--- config.mk ---
export PLATFORM = sky130hd
export DESIGN_NAME = mux2_rr_arbiter_flat
export DESIGN_NICKNAME = d
export VERILOG_FILES = /design/src/rtl/mux2_rr_arbiter_if.sv /design/src/rtl/mux2_rr_arbiter.sv /design/src/flat_wrapper.sv
export SDC_FILE = /design/constraint.sdc
export NUM_CORES = 1
export LEC_CHECK = 0
export ABC_CLOCK_PERIOD_IN_PS = 1800
export CORE_AREA = 4 4 41 43
export DETAILED_ROUTE_END_ITERATION = 8
export DIE_AREA = 0 0 45 47
export PLACE_DENSITY = 0.77
export SYNTH_ARGS = -nofsm -noshare
export SYNTH_HDL_FRONTEND = slang
export SYNTH_SLANG_ARGS = --single-unit
--- constraint.sdc ---
create_clock -name clock -period 1.8 [get_ports clock]
set_input_delay 0.36 -clock clock [delete_from_list [all_inputs] [get_ports clock]]
set_output_delay 0.36 -clock clock [all_outputs]
set_load 0.01 [all_outputs]
--- src/rtl/mux2_rr_arbiter_if.sv ---
// ---------------------------------------------------------------------------
// mux2_rr_arbiter_if
//   Groups the request/handshake signals between two requesters, the
//   2-input bus multiplexer and its downstream consumer, around the
//   mux2_rr_arbiter control stage.
//
//   Parameter:
//     cntBits   width of the completed-transfer counter
//
//   Signals:
//     req_0     channel 0 request, held high until ack_0
//     req_1     channel 1 request, held high until ack_1
//     outReady  downstream consumer accepts the mux output this cycle
//     sel       mux select (0 = channel 0, 1 = channel 1), registered
//     enable    mux enable / output-valid to downstream, registered
//     ack_0     one-cycle acknowledge to channel 0 on acceptance
//     ack_1     one-cycle acknowledge to channel 1 on acceptance
//     xferCount completed transfers, modulo 2^cntBits
//
//   Modports:
//     master    the arbiter side (drives sel/enable/acks/count)
//     slave     the requester / consumer side
// ---------------------------------------------------------------------------
interface mux2_rr_arbiter_if #(
  parameter int cntBits = 8
);

  logic               req_0;
  logic               req_1;
  logic               outReady;
  logic               sel;
  logic               enable;
  logic               ack_0;
  logic               ack_1;
  logic [cntBits-1:0] xferCount;

  modport master (
    input  req_0,
    input  req_1,
    input  outReady,
    output sel,
    output enable,
    output ack_0,
    output ack_1,
    output xferCount
  );

  modport slave (
    output req_0,
    output req_1,
    output outReady,
    input  sel,
    input  enable,
    input  ack_0,
    input  ack_1,
    input  xferCount
  );

endinterface : mux2_rr_arbiter_if

--- src/rtl/mux2_rr_arbiter.sv ---
// ---------------------------------------------------------------------------
// mux2_rr_arbiter
//   Control stage sitting directly upstream of a 2-input bus multiplexer.
//   Arbitrates between two requesters with round-robin fairness, drives the
//   mux sel/enable, holds the grant until the downstream consumer accepts,
//   acknowledges the winner on acceptance and counts completed transfers.
//   No data passes through this block.
//
//   Parameter:
//     cntBits   width of the completed-transfer counter (default 8)
//
//   Ports:
//     clock     system clock, rising-edge
//     resetN    asynchronous active-low reset
//     bus       mux2_rr_arbiter_if.master (req_0/req_1/outReady in;
//               sel/enable/ack_0/ack_1/xferCount out)
// ---------------------------------------------------------------------------
module mux2_rr_arbiter #(
  parameter int cntBits = 8
) (
  input  logic                  clock,
  input  logic                  resetN,
  mux2_rr_arbiter_if.master     bus
);

  // Single-bit encoding: the state flop is itself the registered enable.
  typedef enum logic {
    ST_IDLE = 1'b0,
    ST_BUSY = 1'b1
  } state_e;

  localparam logic [cntBits-1:0] CNT_ZERO = '0;
  localparam logic [cntBits-1:0] CNT_ONE  = cntBits'(1);

  state_e             state_q;
  state_e             state_d;
  logic               sel_q;
  logic               sel_d;
  logic               last_grant_q;
  logic               last_grant_d;
  logic [cntBits-1:0] count_q;
  logic [cntBits-1:0] count_d;

  logic               busy_s;
  logic               xfer_s;
  logic               req_sel_s;
  logic               req_other_s;

  // Decode the request of the granted channel and of the other channel,
  // and the transfer condition (grant held and consumer accepting).
  always_comb begin
    busy_s      = (state_q == ST_BUSY);
    req_sel_s   = sel_q ? bus.req_1 : bus.req_0;
    req_other_s = sel_q ? bus.req_0 : bus.req_1;
    xfer_s      = busy_s && bus.outReady;
  end

  // Next-state logic for the grant FSM, select, round-robin pointer and count.
  always_comb begin
    state_d      = state_q;
    sel_d        = sel_q;
    last_grant_d = last_grant_q;
    count_d      = count_q;

    case (state_q)
      ST_IDLE: begin
        // outReady is deliberately ignored here: nothing is granted yet.
        if (bus.req_0 && bus.req_1) begin
          // Contention: the channel not served last wins.
          state_d = ST_BUSY;
          sel_d   = ~last_grant_q;
        end else if (bus.req_0) begin
          state_d = ST_BUSY;
          sel_d   = 1'b0;
        end else if (bus.req_1) begin
          state_d = ST_BUSY;
          sel_d   = 1'b1;
        end else begin
          state_d = ST_IDLE;
        end
      end

      ST_BUSY: begin
        if (xfer_s) begin
          last_grant_d = sel_q;
          count_d      = count_q + CNT_ONE;
          if (req_other_s) begin
            // Back-to-back handoff to the waiting channel, no bubble.
            state_d = ST_BUSY;
            sel_d   = ~sel_q;
          end else begin
            // The served channel must pass through IDLE before it can be
            // granted again, which keeps the arbitration fair.
            state_d = ST_IDLE;
          end
        end else if (!req_sel_s) begin
          // Requester withdrew before acceptance: release without ack,
          // count or round-robin update.
          state_d = ST_IDLE;
        end else begin
          state_d = ST_BUSY;
        end
      end

      default: begin
        state_d      = ST_IDLE;
        sel_d        = 1'b0;
        last_grant_d = 1'b1;
        count_d      = CNT_ZERO;
      end
    endcase
  end

  // State, select, round-robin pointer and transfer counter registers.
  always_ff @(posedge clock or negedge resetN) begin
    if (!resetN) begin
      state_q      <= ST_IDLE;
      sel_q        <= 1'b0;
      last_grant_q <= 1'b1;   // channel 0 wins the first contention
      count_q      <= CNT_ZERO;
    end else begin
      state_q      <= state_d;
      sel_q        <= sel_d;
      last_grant_q <= last_grant_d;
      count_q      <= count_d;
    end
  end

  // Outputs: sel/enable/count come straight from flops; acks are the
  // combinational transfer strobe steered by the frozen select.
  always_comb begin
    bus.sel       = sel_q;
    bus.enable    = busy_s;
    bus.xferCount = count_q;
    bus.ack_0     = xfer_s && !sel_q;
    bus.ack_1     = xfer_s && sel_q;
  end

endmodule : mux2_rr_arbiter

--- src/flat_wrapper.sv ---
// flat-port wrapper written by rule: the top's interface ports become plain ports
module mux2_rr_arbiter_flat 
#(
  parameter int cntBits = 8
)
  (clock, resetN, bus_req_0, bus_req_1, bus_outReady, bus_sel, bus_enable, bus_ack_0, bus_ack_1, bus_xferCount);
  mux2_rr_arbiter_if #(.cntBits(cntBits)) bus_i ();
  input  logic clock;
  input  logic resetN;
  input wire logic [$bits(bus_i.req_0)-1:0] bus_req_0;
  input wire logic [$bits(bus_i.req_1)-1:0] bus_req_1;
  input wire logic [$bits(bus_i.outReady)-1:0] bus_outReady;
  output wire logic [$bits(bus_i.sel)-1:0] bus_sel;
  output wire logic [$bits(bus_i.enable)-1:0] bus_enable;
  output wire logic [$bits(bus_i.ack_0)-1:0] bus_ack_0;
  output wire logic [$bits(bus_i.ack_1)-1:0] bus_ack_1;
  output wire logic [$bits(bus_i.xferCount)-1:0] bus_xferCount;
  assign bus_i.req_0 = bus_req_0;
  assign bus_i.req_1 = bus_req_1;
  assign bus_i.outReady = bus_outReady;
  assign bus_sel = bus_i.sel;
  assign bus_enable = bus_i.enable;
  assign bus_ack_0 = bus_i.ack_0;
  assign bus_ack_1 = bus_i.ack_1;
  assign bus_xferCount = bus_i.xferCount;
  mux2_rr_arbiter #(.cntBits(cntBits)) u_core (.clock(clock), .resetN(resetN), .bus(bus_i));
endmodule
==> results.cfg <==
[outcome]
outcome = completed

[floorplan]
start_util_pct = 38.8
core.rowCount = 13
chipWidth_um = 45
core_region_area_um2 = 1300
floorplan.die.height_um = 47
die_area_um2 = 2120
ios = 17

[yosys]
syn-mean-instance-area_um2 = 11.5
synth_top_cell_area_share_pct = 49.6
post-synth-top-area-cell = dfrtp_1
synth.top_cells.by_area = dfrtp_1 50%, xnor2_1 10%, dfstp_2 5.2%
synth-seq-area-share_pct = 54.8
yosys.cell_count.top_type = dfrtp_1
dominantRegCellSynth = dfrtp_1
post_synth_num_cell_types = 21
post_synth_instance_area_um2 = 504
synth_top_cells_by_count = 10 x dfrtp_1, 6 x xnor2_1, 5 x nand2_1, 3 x nor2_1
yosys_warnings = 0
count_of_flip_flops_with_a_built_in_enable_after_synthesis = 0
synth.net_count = 50
ys_seq_elements = 11
async_flop_share_pct = 100
gate_count_after_technology_mapping = 44

[sta]
grt_setup_unrepaired = no
worst_pin_slew_ps = 493
fmaxAchievable_mhz = 587
min_period_ps = 1700
layout_worst_path_cycle_share_pct = 94.7
skew_ps = 1.77
fin_worst_hold_slack_ps = 428
final_hold_viol_count = 0
final-max-slew-violation-count = 0
finalSetupViolations = 0
timing.slew.headroom_pct = 67.0
timing.final.ws_setup_ps = 95.3

[routing]
detail-route-antenna-nets = 0
initialDrtViolationCount = 6
drc = 0
avgViaCountPerCell = 4.84
detail_route.wirelength_um = 1010
drtPass1Iterations = 3
total_via_count_in_the_routed_design = 397
routed_wire_length_per_instance_um = 12.3

[pwr]
switching_share_pct = 34.0
power.share.sequential_pct = 44.2
share_clk_of_total_power_pct = 15.7
power_density_nw_per_um2 = 1430
ir_worst_vdd_mv = 0.776
power.net_switching_uw = 355
pwr-share-comb_pct = 40.1
power_leakage_uw = 0.000330
p_int_uw = 688

[clock_tree]
cts.htree.levels = 1
cts_hold_buffers = 0
worst_skew_pair.late_latency_ps = 260
cts_buffer_depth = 2
cts.sinks = 11
ctsRootBufferMaster = clkbuf_4
numCtsBuffers = 3
cts_tree = done
clk_transition_reported_paths_ps = 70

[cells_and_area]
insertedDiodeCount = 0
layout_cells_sized_above_1_pct = 14.9
layout.nets = 74
area_growth_syn_to_layout_pct = 44.7

[global_routing]
overflow = 0
number_of_global_route_vias_before_repair = 379
pin_count_of_the_biggest_net_entering_global_routing = 12
grt_pass1_wl_um = 1690
grt_antenna_before_repair = 0
track_usage_pct = 11.4

[placement]
dp_hpwl_um = 760
post-place-ws_ps = -162
global_placer_s_final_weighted_congestion = 0.788
port_buffers = 16

[setup_path]
cell_family_contributing_the_most_delay_on_the_critical_path = buffers and inverters
critPathCaptureType = output port
critical_path_class = register to output port
crit_required_ps = 1440
cp_max_fo = 8
cp-start-kind = register
timing.critical_path.slowest_cell_delay_ps = 590
crit_chain = clkdlybuf4s50_1
worst-path-buf-inv = 1
crit_path_max_delay_cell_type = clkdlybuf4s50_1
critPathArrivalTime_ps = 1340

[run]
drv_cap = 0

[min_path]
hold_class = primary input to asynchronous set/reset pin
## kinds of logic (layout without fill, tap and decap cells)
family,after synthesis,in the layout,synth area share (%)
xor gates and xnor gates,8,8,13.9
and+or+nand+nor,16,16,17.6
muxes,2,2,4.22
buffers and inverters,1,24,0.744
AOI/OAI and AO/OA,5,5,6.20
DFF,11,11,54.8
adders and majority gates,1,1,2.48
## final cells by class
class | count | area, um^2
sequential | 11 | 277
tap | 15 | 18.8
inverter | 1 | 3.75
fill | 117 | 572
timing repair buffer | 19 | 180
clock buffer | 4 | 26.3
multi-input combinational | 32 | 224
## layer usage
metal | vias to the layer above | global-route usage [%] | share of wire (%)
met2 | 12 | 17.8 | 46
met3 | 2 | 6.13 | 6.6
li1 | 198 | - | -
met1 | 185 | 13.6 | 47
met5 | - | 0 | 0
met4 | 0 | 3.51 | 0.50
## flip-flops by register name, summed over array words and instances (netlist names)
register              flops
u_core.bus.sel            1
u_core.bus.enable         1
u_core.last_grant_q       1
u_core.bus.xferCount      8
## power groups by stage
stage | logic (uW) | registers [uW] | clock network, uW
floorplan | 164 | 481 | 0
global placement | 418 | 461 | 0
detailed placement | 426 | 462 | 0
CTS | 424 | 460 | 174
global route | 456 | 481 | 184
finish | 418 | 462 | 163
## path summary, 6_finish.rpt
path                                                     start                             endpoint  slack [ps]  cells after the start
setup / recovery                   u_core.bus.enable$_DFF_PN0_                           bus_enable         100                      1
hold / removal                                          resetN           u_core.bus.sel$_DFFE_PN0P_         430                      1
setup reg to reg                   u_core.bus.enable$_DFF_PN0_  u_core.bus.xferCount[7]$_DFFE_PN0P_         650                      3
hold reg to reg            u_core.bus.xferCount[7]$_DFFE_PN0P_  u_core.bus.xferCount[7]$_DFFE_PN0P_         480                      1
max in group asynchronous                               resetN      u_core.last_grant_q$_DFFE_PN1P_        1020                      1
min in group clock         u_core.bus.xferCount[7]$_DFFE_PN0P_  u_core.bus.xferCount[7]$_DFFE_PN0P_         480                      1
## layout by cell type (no fill, tap or decap), types with 3 or more instances in the layout
cell | synthesis | layout
xnor2_1 | 6 | 6
nand2_1 | 5 | 5
clkdlybuf4s50_1 | 0 | 14
clkbuf_4 | 0 | 3
nor2_1 | 3 | 3
dfrtp_1 | 10 | 10
buf_4 | 0 | 3
## through the flow
| step | util (%) | instance area, um^2 | setup TNS (ps) | std cells | total power, uW |
|---|---|---|---|---|---|
| after global routing | 56.1 | 729 | 0 | 82 | 1120 |
| after global placement | 54.2 | 706 | -291 | 78 | 879 |
| after floorplan | - | 504 | 0 | 44 | 645 |
| final | 56.1 | 729 | 0 | 82 | 1040 |
| after detailed placement | 54.2 | 706 | -313 | 78 | 888 |
| after CTS | 56.1 | 729 | 0 | 82 | 1060 |
## repair_timing
item | 4_1_cts | 5_1_grt
endpoints found under the setup margin | 2 | 0
resized for setup | 2 | 0
hold endpoints to repair | 0 | 0
buffers inserted | 0 | 0
No activity file was read; power rests on OpenSTA's default activity.
